File: src/rtl/maze_move_ctrl.sv
// One maze move per request: step the selected axis, screen off-grid steps,
// look the target cell up in the wall map, then commit or reject the move.

module inc_dec #(
  parameter int N = 4
) (
  input  logic [N-1:0] val_i,
  input  logic         dec_en_i,
  output logic [N-1:0] res_o,
  output logic         invalid_o
);
  localparam logic [N-1:0] ONE = N'(1);

  assign res_o     = dec_en_i ? val_i - ONE : val_i + ONE;
  // A step that would wrap past either grid edge is flagged rather than taken.
  assign invalid_o = dec_en_i ? (val_i == '0) : (val_i == '1);
endmodule

module maze_move_ctrl #(
  parameter int N     = 4,
  parameter int CNT_W = 16
) (
  input  logic             clk_i,
  input  logic             rst_i,
  input  logic             load_en_i,
  input  logic [N-1:0]     load_x_i,
  input  logic [N-1:0]     load_y_i,
  input  logic             req_i,
  input  logic [1:0]       dir_i,
  output logic             ready_o,
  output logic             mem_rd_en_o,
  output logic [2*N-1:0]   mem_addr_o,
  input  logic             mem_data_i,
  output logic [N-1:0]     x_o,
  output logic [N-1:0]     y_o,
  output logic             done_o,
  output logic             blocked_o,
  output logic             oob_o,
  output logic [CNT_W-1:0] step_cnt_o
);
  typedef enum logic [2:0] {IDLE, CALC, RD, CHK, RESP} state_t;

  state_t state_q, state_d;

  // Axis index 0 is X, 1 is Y; packing [1] over [0] gives {y, x} directly.
  logic [1:0][N-1:0] pos_q, pos_d, cand_q, cand_d, cand_calc, step_res;
  logic [1:0]        step_inv;
  logic [1:0]        dir_q, dir_d;
  logic [CNT_W-1:0]  cnt_q, cnt_d;
  logic [2*N-1:0]    mem_addr_q, mem_addr_d;
  logic              mem_rd_en_q, mem_rd_en_d;
  logic              blocked_q, blocked_d, oob_q, oob_d;
  logic              axis, dec_en, inv_sel;

  // Right/left (dir[0]=1) move X; up/left count down.
  assign axis    = ~dir_q[0];
  assign dec_en  = (dir_q == 2'b00) || (dir_q == 2'b11);
  assign inv_sel = step_inv[axis];

  for (genvar g = 0; g < 2; g++) begin : g_ax
    inc_dec #(.N(N)) u_ax (
      .val_i    (pos_q[g]),
      .dec_en_i (dec_en),
      .res_o    (step_res[g]),
      .invalid_o(step_inv[g])
    );
    assign cand_calc[g] = (axis == 1'(g)) ? step_res[g] : pos_q[g];
  end

  always_ff @(posedge clk_i) begin
    if (rst_i) state_q <= IDLE;
    else       state_q <= state_d;
  end

  always_comb begin
    state_d = state_q;
    unique case (state_q)
      IDLE: if (!load_en_i && req_i) state_d = CALC;
      CALC: state_d = inv_sel ? RESP : RD;
      RD:   state_d = CHK;
      CHK:  state_d = RESP;
      RESP: state_d = IDLE;
      default: state_d = IDLE;
    endcase
  end

  always_comb begin
    ready_o = (state_q == IDLE);
    done_o  = (state_q == RESP);
  end

  always_comb begin
    pos_d       = pos_q;
    cand_d      = cand_q;
    dir_d       = dir_q;
    cnt_d       = cnt_q;
    mem_addr_d  = mem_addr_q;
    mem_rd_en_d = 1'b0;
    blocked_d   = blocked_q;
    oob_d       = oob_q;
    unique case (state_q)
      IDLE: begin
        if (load_en_i) begin
          pos_d = {load_y_i, load_x_i};
          cnt_d = '0;
        end else if (req_i) begin
          dir_d = dir_i;
        end
      end
      CALC: begin
        if (inv_sel) begin
          oob_d     = 1'b1;
          blocked_d = 1'b0;
        end else begin
          cand_d      = cand_calc;
          mem_addr_d  = cand_calc;
          mem_rd_en_d = 1'b1;
        end
      end
      CHK: begin
        oob_d     = 1'b0;
        blocked_d = mem_data_i;
        if (!mem_data_i) begin
          pos_d = cand_q;
          if (cnt_q != '1) cnt_d = cnt_q + CNT_W'(1);
        end
      end
      default: ;
    endcase
  end

  always_ff @(posedge clk_i) begin
    if (rst_i) begin
      pos_q       <= '0;
      cand_q      <= '0;
      dir_q       <= '0;
      cnt_q       <= '0;
      mem_addr_q  <= '0;
      mem_rd_en_q <= 1'b0;
      blocked_q   <= 1'b0;
      oob_q       <= 1'b0;
    end else begin
      pos_q       <= pos_d;
      cand_q      <= cand_d;
      dir_q       <= dir_d;
      cnt_q       <= cnt_d;
      mem_addr_q  <= mem_addr_d;
      mem_rd_en_q <= mem_rd_en_d;
      blocked_q   <= blocked_d;
      oob_q       <= oob_d;
    end
  end

  assign x_o         = pos_q[0];
  assign y_o         = pos_q[1];
  assign mem_addr_o  = mem_addr_q;
  assign mem_rd_en_o = mem_rd_en_q;
  assign blocked_o   = blocked_q;
  assign oob_o       = oob_q;
  assign step_cnt_o  = cnt_q;
endmodule
File: config.mk
export PLATFORM = sky130hd
export DESIGN_NAME = maze_move_ctrl
export DESIGN_NICKNAME = d
export VERILOG_FILES = /design/src/rtl/maze_move_ctrl.sv
export SDC_FILE = /design/constraint.sdc
export NUM_CORES = 1
export LEC_CHECK = 0
export BUFFER_PORTS_ARGS = -buffer_cell sky130_fd_sc_hd__buf_2
export CAP_MARGIN = 20
export CORE_MARGIN = 2
export CORE_UTILIZATION = 51
export CTS_BUF_LIST = sky130_fd_sc_hd__clkbuf_16
export CTS_CLUSTER_SIZE = 40
export DETAILED_ROUTE_END_ITERATION = 7
export PLACE_DENSITY_LB_ADDON = 0.08
export SYNTH_ARGS = -nofsm -noshare
export SYNTH_HDL_FRONTEND = slang
export SYNTH_SLANG_ARGS = --single-unit
File: constraint.sdc
create_clock -name clk_i -period 3 [get_ports clk_i]
set_clock_uncertainty 0.2 [all_clocks]
set_input_delay 0.6 -clock clk_i [delete_from_list [all_inputs] [get_ports clk_i]]
set_output_delay 0.6 -clock clk_i [all_outputs]
set_load 0.02 [all_outputs]
==> run metrics, run 1 <==
status=completed; pwr/cell area=595.5 nW/µm²; Syn Inst Count=251; clk buf depth=2; Switching Share=26.95%; area occupied by multi-input gates=1287 µm²; largest net degree at the start of global routing=27; M1 GR Usage=35.15%; Post-Syn Nets=273; FILL cells=365; routed vias/inst=5.789; final hold slack=289.6 ps; Final TNS setup=0 ps; largest family of logic cells by synthesized area=simple AND/OR/NAND/NOR gates; clock power share=43.4%; Hold Path Stages=2; ys flop type=dfxtp_1; vias in the first global route=1728; Nets=around 320; I/O Buffers=51; worst r2r dst=cand_q[7]$_SDFFE_PP0N_; n_diodes=0; first-pass detailed-route iteration total=4; Logic pwr share=between 15 and 20%; post-DR wirelength/cell=about 15 µm; peak supply drop=0.0002998 V; P_int=approximately 1100 µW; gpl congestion=roughly 0.85; GRT Max-Usage Layer=met1; post-synthesis cell type count=49; share of layout cells above drive strength 1=between 20% and 30%; Yosys reg bits=40; Crit Path Category=flip-flop to flip-flop; Worst setup SP type=flip-flop; Switch Pwr=421.3 µW; antenna viol nets, final=0; total CTS buffers=5; adder-cell share of the synthesized area=4.762%; crit path max fanout=9; Final Hold Fails=0; grt met2 use=34.86%; xor/xnor cell area share of the yosys netlist=4.878%; placed instance count=343; register area share after synthesis=a little under two fifths; die outline area=4760 µm²; mux contribution to synthesized area=3.484%; Post-CTS Setup Inserts=0; clock latency on the worst-skew pair=between 200 and 300 ps; reg2reg start=dir_q[1]$_SDFFE_PP0P_; Max-Cap Viols=0; CTS root buf=clkbuf_16; final WL=5329 µm; Max Clk Rate=around 420 MHz; Chip Width=around 70 µm; Syn-to-layout area delta=21.84%; global routing usage on met3=under 10%; worst slew pin tran=766.9 ps; Die Y-Extent=69.00 µm; Synth Area in Compound Gates=between 10% and 20%; DR iter-0 viols=around 130; register area=800.8 µm²; worst hold path endpoint=x_o[2]$_SDFFE_PP0P_; max_slew headroom=47.41%; RSZ-0062 raised after global routing=false; crit path time final=2361 ps; Core Area=4029 µm²; grt ovf=0; Avg Cell Area, Syn=between 8 and 9 µm²; Util after Layout=65.16%; synth warn=0; Critical Path AT=2320 ps; mapped cell area=approximately 2200 µm²; clock sink count=40; Worst-path clk slew=60 ps; CP Capture Type=flip-flop; Worst EP required=2960 ps; FFs w/ async S/R, synth=0%; DR vias=2026; hold crit path type=flip-flop to flip-flop; TritonCTS clock tree=done; Final period util=78.70%; final slew viol count=0; Final Power=1563 µW; # DRC=0; Final setup viols=0; Final Non-Filler Cells=between 300 and 400; I/O pins=52; overall routing resource usage=between 20% and 30%; Initial Util=53.48%; FF-to-FF path depth=8; row count=23; initial antenna violation count=0; Hold Crit Start=cand_q[2]$_SDFFE_PP0N_; DP Wirelength=roughly 3700 µm; CTS Hold Buffers Added=0; H-tree depth=2; reg2reg setup slack=about 640 ps; EDFF count, synth=0; post_cts resized=0; simple-gate area share of the yosys netlist=~30%; first-pass GRT wire length=8445 µm; Reg power frac=about two fifths; leak pwr=0.001116 µW
==> synthesized netlist by cell type, types with 6 or more instances <==
cell / number / area, µm²
a21oi_1: 21 / 105.1
nand3_1: 11 / 55.05
nor2_1: 20 / 75.07
xor2_1: 7 / 61.31
nand4_1: 7 / 43.79
dfxtp_1: 40 / 800.8
or4_1: 7 / 52.55
mux2i_1: 6 / 60.06
o211ai_1: 6 / 45.04
nand2_1: 33 / 123.9
a311oi_1: 8 / 70.07
clkbuf_1: 6 / 22.52
==> worst max-delay path: stages (launching register included) <==
cell	delay, ps
dfxtp_1	450
or2b_1	270
and2_1	230
ha_1	350
a21oi_1	200
a21oi_1	90
a31oi_1	200
xor2_1	170
a21oi_1	80
==> cells by family (layout without fill, tap and decap cells) <==
logic type,Yosys count,in the layout
XOR/XNOR,12,12
AO/OA/AOI/OAI,55,55
AND/OR/NAND/NOR,115,115
buffers and inverters,15,64
multiplexers,7,7
flip-flops,40,40
adder cells (fa/ha/maj),7,7
==> stage by stage <==
step | instance area, µm² | setup WS [ps]
after floorplan | 2155 | 813.0
after global placement | 2440 | 687.5
after detailed placement | 2440 | 637.2
after CTS | 2625 | 637.4
after global routing | 2625 | 460.4
final | 2625 | 638.9
==> power groups by stage <==
stage                     Sequential [µW]  Clock (µW)  Combinational, µW
after global routing                  605         706                313
after CTS                             599         690                285
final                                 599         678                286
after detailed placement              610           0                282
after global placement                610           0                278
after floorplan                       626           0                184
==> state kept, by name, indices dropped and copies added (netlist names) <==
name and flops:
blocked_o 1, mem_rd_en_o 1, mem_addr_o 1, x_o 4, state_q 3, y_o 4
oob_o 1, step_cnt_o 16, cand_q 7, dir_q 2
==> layer usage <==
metal	wire (µm)	share of wire, %
met5	0	0
met4	72	1.4
met3	311	5.8
met2	2305	43
met1	2640	50
==> placed cells by master, fill, tap and decap left out, drive strengths merged, types with 2 or more instances in the layout <==
cell type | synthesis | layout
or3 | 2 | 2
nand4 | 8 | 8
o2111ai | 2 | 2
nor2 | 21 | 21
buf | 6 | 54
ha | 5 | 5
and4 | 4 | 4
nand3 | 11 | 11
or4b | 3 | 3
fa | 2 | 2
clkbuf | 6 | 5
xor2 | 7 | 7
bufinv | 0 | 2
o21ai | 7 | 7
and3 | 4 | 4
a211oi | 4 | 4
o211ai | 6 | 6
dfxtp | 40 | 40
o31ai | 3 | 3
nor4 | 4 | 4
nand2b | 4 | 4
and2 | 4 | 4
inv | 3 | 3
xnor2 | 5 | 5
mux2i | 6 | 6
nor3 | 3 | 3
or4 | 7 | 7
a311oi | 8 | 8
a21oi | 22 | 22
nand2 | 33 | 33
==> layout make-up <==
type	instances	area share [%]
sequential	40	30.51
clock inverter	2	2.288
tap	50	2.383
clock buffer	5	4.766
inverter	3	0.4290
timing repair buffer	54	10.58
multi-input combinational	196	49.05
==> worst max path at each step <==
stage                               start                          to  slack, ps  cells past startpoint
floorplan           dir_q[1]$_SDFFE_PP0P_  mem_addr_o[3]$_SDFFE_PP0N_        810                      8
global placement                load_en_i  step_cnt_o[7]$_SDFFE_PP0P_        690                      6
detailed placement              load_en_i  step_cnt_o[7]$_SDFFE_PP0P_        640                      6
CTS                 dir_q[1]$_SDFFE_PP0P_  mem_addr_o[3]$_SDFFE_PP0N_        640                      8
global route        dir_q[1]$_SDFFE_PP0P_      cand_q[7]$_SDFFE_PP0N_        460                      8
finish              dir_q[1]$_SDFFE_PP0P_      cand_q[7]$_SDFFE_PP0N_        640                      8
Note: power is estimated with default switching activity, not from simulation.
==> run 2: changes to the inputs <==
Settings changed: ABC_AREA set to 1.
Clock period 3 ns to 2.4 ns, I/O delays scaled along.
==> run 2 against run 1 <==
Compared with the run above: combinational power is 35% higher; hold slack worse by 29 ps; die area is 6.2% higher; area after synthesis is 6.6% higher; register-to-register slack worse by 390 ps; non-clock buffer count is 1 higher; global-route usage is 1.1 points lower; routed wire length is 5.1% higher; critical path type unchanged; critical endpoint unchanged; highest routed layer unchanged.
==> run metrics, run 2 <==
Switch Pwr=543.5 µW (+29%); Max Clk Rate=465.0 MHz (+9.8%); DR iter-0 viols=192 (+54%); worst slew pin tran=414.6 ps (-352.3 ps); Final Hold Fails=0 (unchanged); die outline area=5055 µm² (+6.2%); # DRC=0 (unchanged); final slew viol count=0 (unchanged); Worst Path Buf+Inv=2 (+2); post-synthesis cell type count=28 (-43%); Max-Cap Viols=0 (unchanged); peak supply drop=0.0004208 V (+40%); Avg Cell Area, Syn=6.290 µm² (-27%); CP most frequent cell=nand2_1; main area contributors after synthesis=dfxtp_1 (35%), nand2_1 (20%), nor2_1 (8.8%), inv_1 (6.5%), nand3_1 (4.8%); ys flop type=dfxtp_1; Die Y-Extent=71.10 µm (+3.0%); Logic pwr share=22.0% (+3.7 points); worst hold path endpoint=blocked_o$_SDFFE_PP0P_; Switching Share=30.92% (+4.0 points); H-tree depth=2 (unchanged); hold crit path type=flip-flop to flip-flop; n_diodes=0 (unchanged); Final setup viols=0 (unchanged); Hold Path Stages=2 (unchanged); routed vias/inst=4.977 (-14%); first-pass detailed-route iteration total=4 (unchanged); Core Area=4354 µm² (+8.1%); RSZ-0062 raised after global routing=false; Worst EP required=2370 ps (-590 ps); largest area contributor in the synthesized netlist=dfxtp_1; Hold Crit Start=blocked_o$_SDFFE_PP0P_; Chip Width=71.10 µm (+3.0%); total CTS buffers=5 (unchanged); Crit Path Category=flip-flop to flip-flop; Critical-path top delay cell=dfxtp_1; CTS Hold Buffers Added=0 (unchanged); number of flip-flops in the largest register=16 (unchanged); register area share after synthesis=34.88% (-2.3 points); worst stage delay on the critical path=420 ps (-30 ps); row count=24 (+4.3%); DP Wirelength=4023 µm (+8.8%); Critical Path AT=2130 ps (-190 ps); fin worst setup slack=249.3 ps (-389.6 ps); Post-CTS Setup Inserts=0 (unchanged); TritonCTS clock tree=done; Syn-to-layout area delta=19.13%; CTS root buf=clkbuf_16; worst r2r dst=cand_q[7]$_SDFFE_PP0N_; CP Cell Sequence=inv_2 -> nand2_1 -> nand2_2 -> ha_1 -> a21oi_1 -> nand3_1 -> nand3_1 -> nand2_1 -> nand2_1 -> nand2_1 -> nand2_1 -> inv_1; clock latency on the worst-skew pair=270 ps (about the same); Worst-path clk slew=60 ps (about the same); synth warn=0 (unchanged); pwr/cell area=642.6 nW/µm² (+7.9%); Syn Inst Count=365 (+45%); FFs w/ async S/R, synth=0% (unchanged); crit path max fanout=9 (unchanged); antenna viol nets, final=0 (unchanged); top post-synthesis cells by count=nand2_1 (120), nor2_1 (54), dfxtp_1 (40), inv_1 (40), nand3_1 (22); Initial Util=52.73% (-0.75 points); largest net degree at the start of global routing=21 (-22%); FF-to-FF path depth=12 (+4); initial antenna violation count=0 (unchanged); I/O Buffers=51 (unchanged); leak pwr=0.001356 µW (+22%); most common cell after layout, fill and taps aside=nand2_1; highest-count cells in the layout ignoring fill and taps=nand2_1 (118), nor2_1 (54), buf_2 (51); family with the most delay on the worst path=simple AND/OR/NAND/NOR gates; clock power share=35.3% (-8.1 points); status=completed; clock sink count=40 (unchanged); Post-Syn Nets=387 (+42%); first-pass GRT wire length=9453 µm (+12%); most numerous cell in the Yosys netlist=nand2_1; gpl congestion=0.9450 (+12%); reg2reg start=dir_q[0]$_SDFFE_PP0P_; Final period util=89.61% (+11 points); Critical Path Start=dir_q[0]$_SDFFE_PP0P_; post-DR wirelength/cell=11.89 µm (-22%); CP Capture Type=flip-flop; Worst setup SP type=flip-flop; EDFF count, synth=0 (unchanged); pre-CTS setup slack=218.5 ps (-418.7 ps); crit path time final=2151 ps (-210.4 ps); clk buf depth=2 (unchanged); DR vias=2344 (+16%); Reg power frac=42.7% (+4.4 points); Final TNS setup=0 ps (unchanged); Synth top area share=34.88% (-2.3 points); mapped cell area=2296 µm² (+6.6%); share of layout cells above drive strength 1=18.14% (-5.2 points); final WL=5601 µm (+5.1%); vias in the first global route=2076 (+20%); overall routing resource usage=23.23% (-1.1 points); Yosys reg bits=40 (unchanged); max_slew headroom=72.30% (+25 points); post_cts resized=0 (unchanged); Nets=440 (+37%); P_int=1214 µW (+6.3%); grt ovf=0 (unchanged); I/O pins=52 (unchanged); reg2reg setup slack=250 ps (-390 ps)
run 2: per-layer routing:
metal	track usage [%]	part of all wire [%]	routed length [µm]
met5	0	0	0
met4	4.822	0.46	26
met3	4.274	6.2	346
met2	33.75	41	2310
met1	35.87	52	2916
run 2: through the flow:
stage	power, µW	std cells	cell area (µm²)	util (%)	hold WS [ps]
after floorplan	1033	365	2296	-	289.8
after global placement	1137	463	2594	59.57	248.7
after detailed placement	1142	463	2594	59.57	255.9
after CTS	1770	471	2730	62.70	263.5
after global routing	1855	471	2735	62.82	285.0
final	1758	471	2735	62.82	260.9
run 2: cell families after synthesis:
| logic type | Yosys count | synth area share [%] |
|---|---|---|
| AOI/OAI and AO/OA | 43 | 9.863 |
| xor gates and xnor gates | 6 | 2.289 |
| adders and majority gates | 7 | 4.469 |
| buffers and inverters | 54 | 9.645 |
| DFF | 40 | 34.88 |
| and+or+nand+nor | 215 | 38.86 |
run 2: worst min-delay path, stage by stage (launching register included):
cell and delay, ps:
dfxtp_1 300, nand2_1 60, a21oi_1 50
run 2: worst max-delay path by stage:
stage / cells past startpoint / to / slack [ps]
floorplan: 12 / cand_q[7]$_SDFFE_PP0N_ / 470
detailed placement: 12 / cand_q[7]$_SDFFE_PP0N_ / 220
global route: 14 / mem_addr_o[3]$_SDFFE_PP0N_ / 70
global placement: 10 / cand_q[2]$_SDFFE_PP0N_ / 330
finish: 12 / cand_q[7]$_SDFFE_PP0N_ / 250
CTS: 12 / cand_q[7]$_SDFFE_PP0N_ / 180
run 2: power groups by stage:
stage / clock [µW] / combinational [µW] / sequential [µW]
global placement: 0 / 374 / 763
detailed placement: 0 / 379 / 763
finish: 621 / 387 / 750
global route: 664 / 436 / 755
CTS: 639 / 382 / 749
floorplan: 0 / 241 / 791
run 2: cell type report:
cell class	count	area (µm²)
multi-input cells	271	1279
fillers	403	1619
well taps	52	65.06
clock inverters	3	11.26
inverters	45	168.9
flip-flops and latches	40	800.8
clock buffers	5	125.1
repair buffers	55	285.3
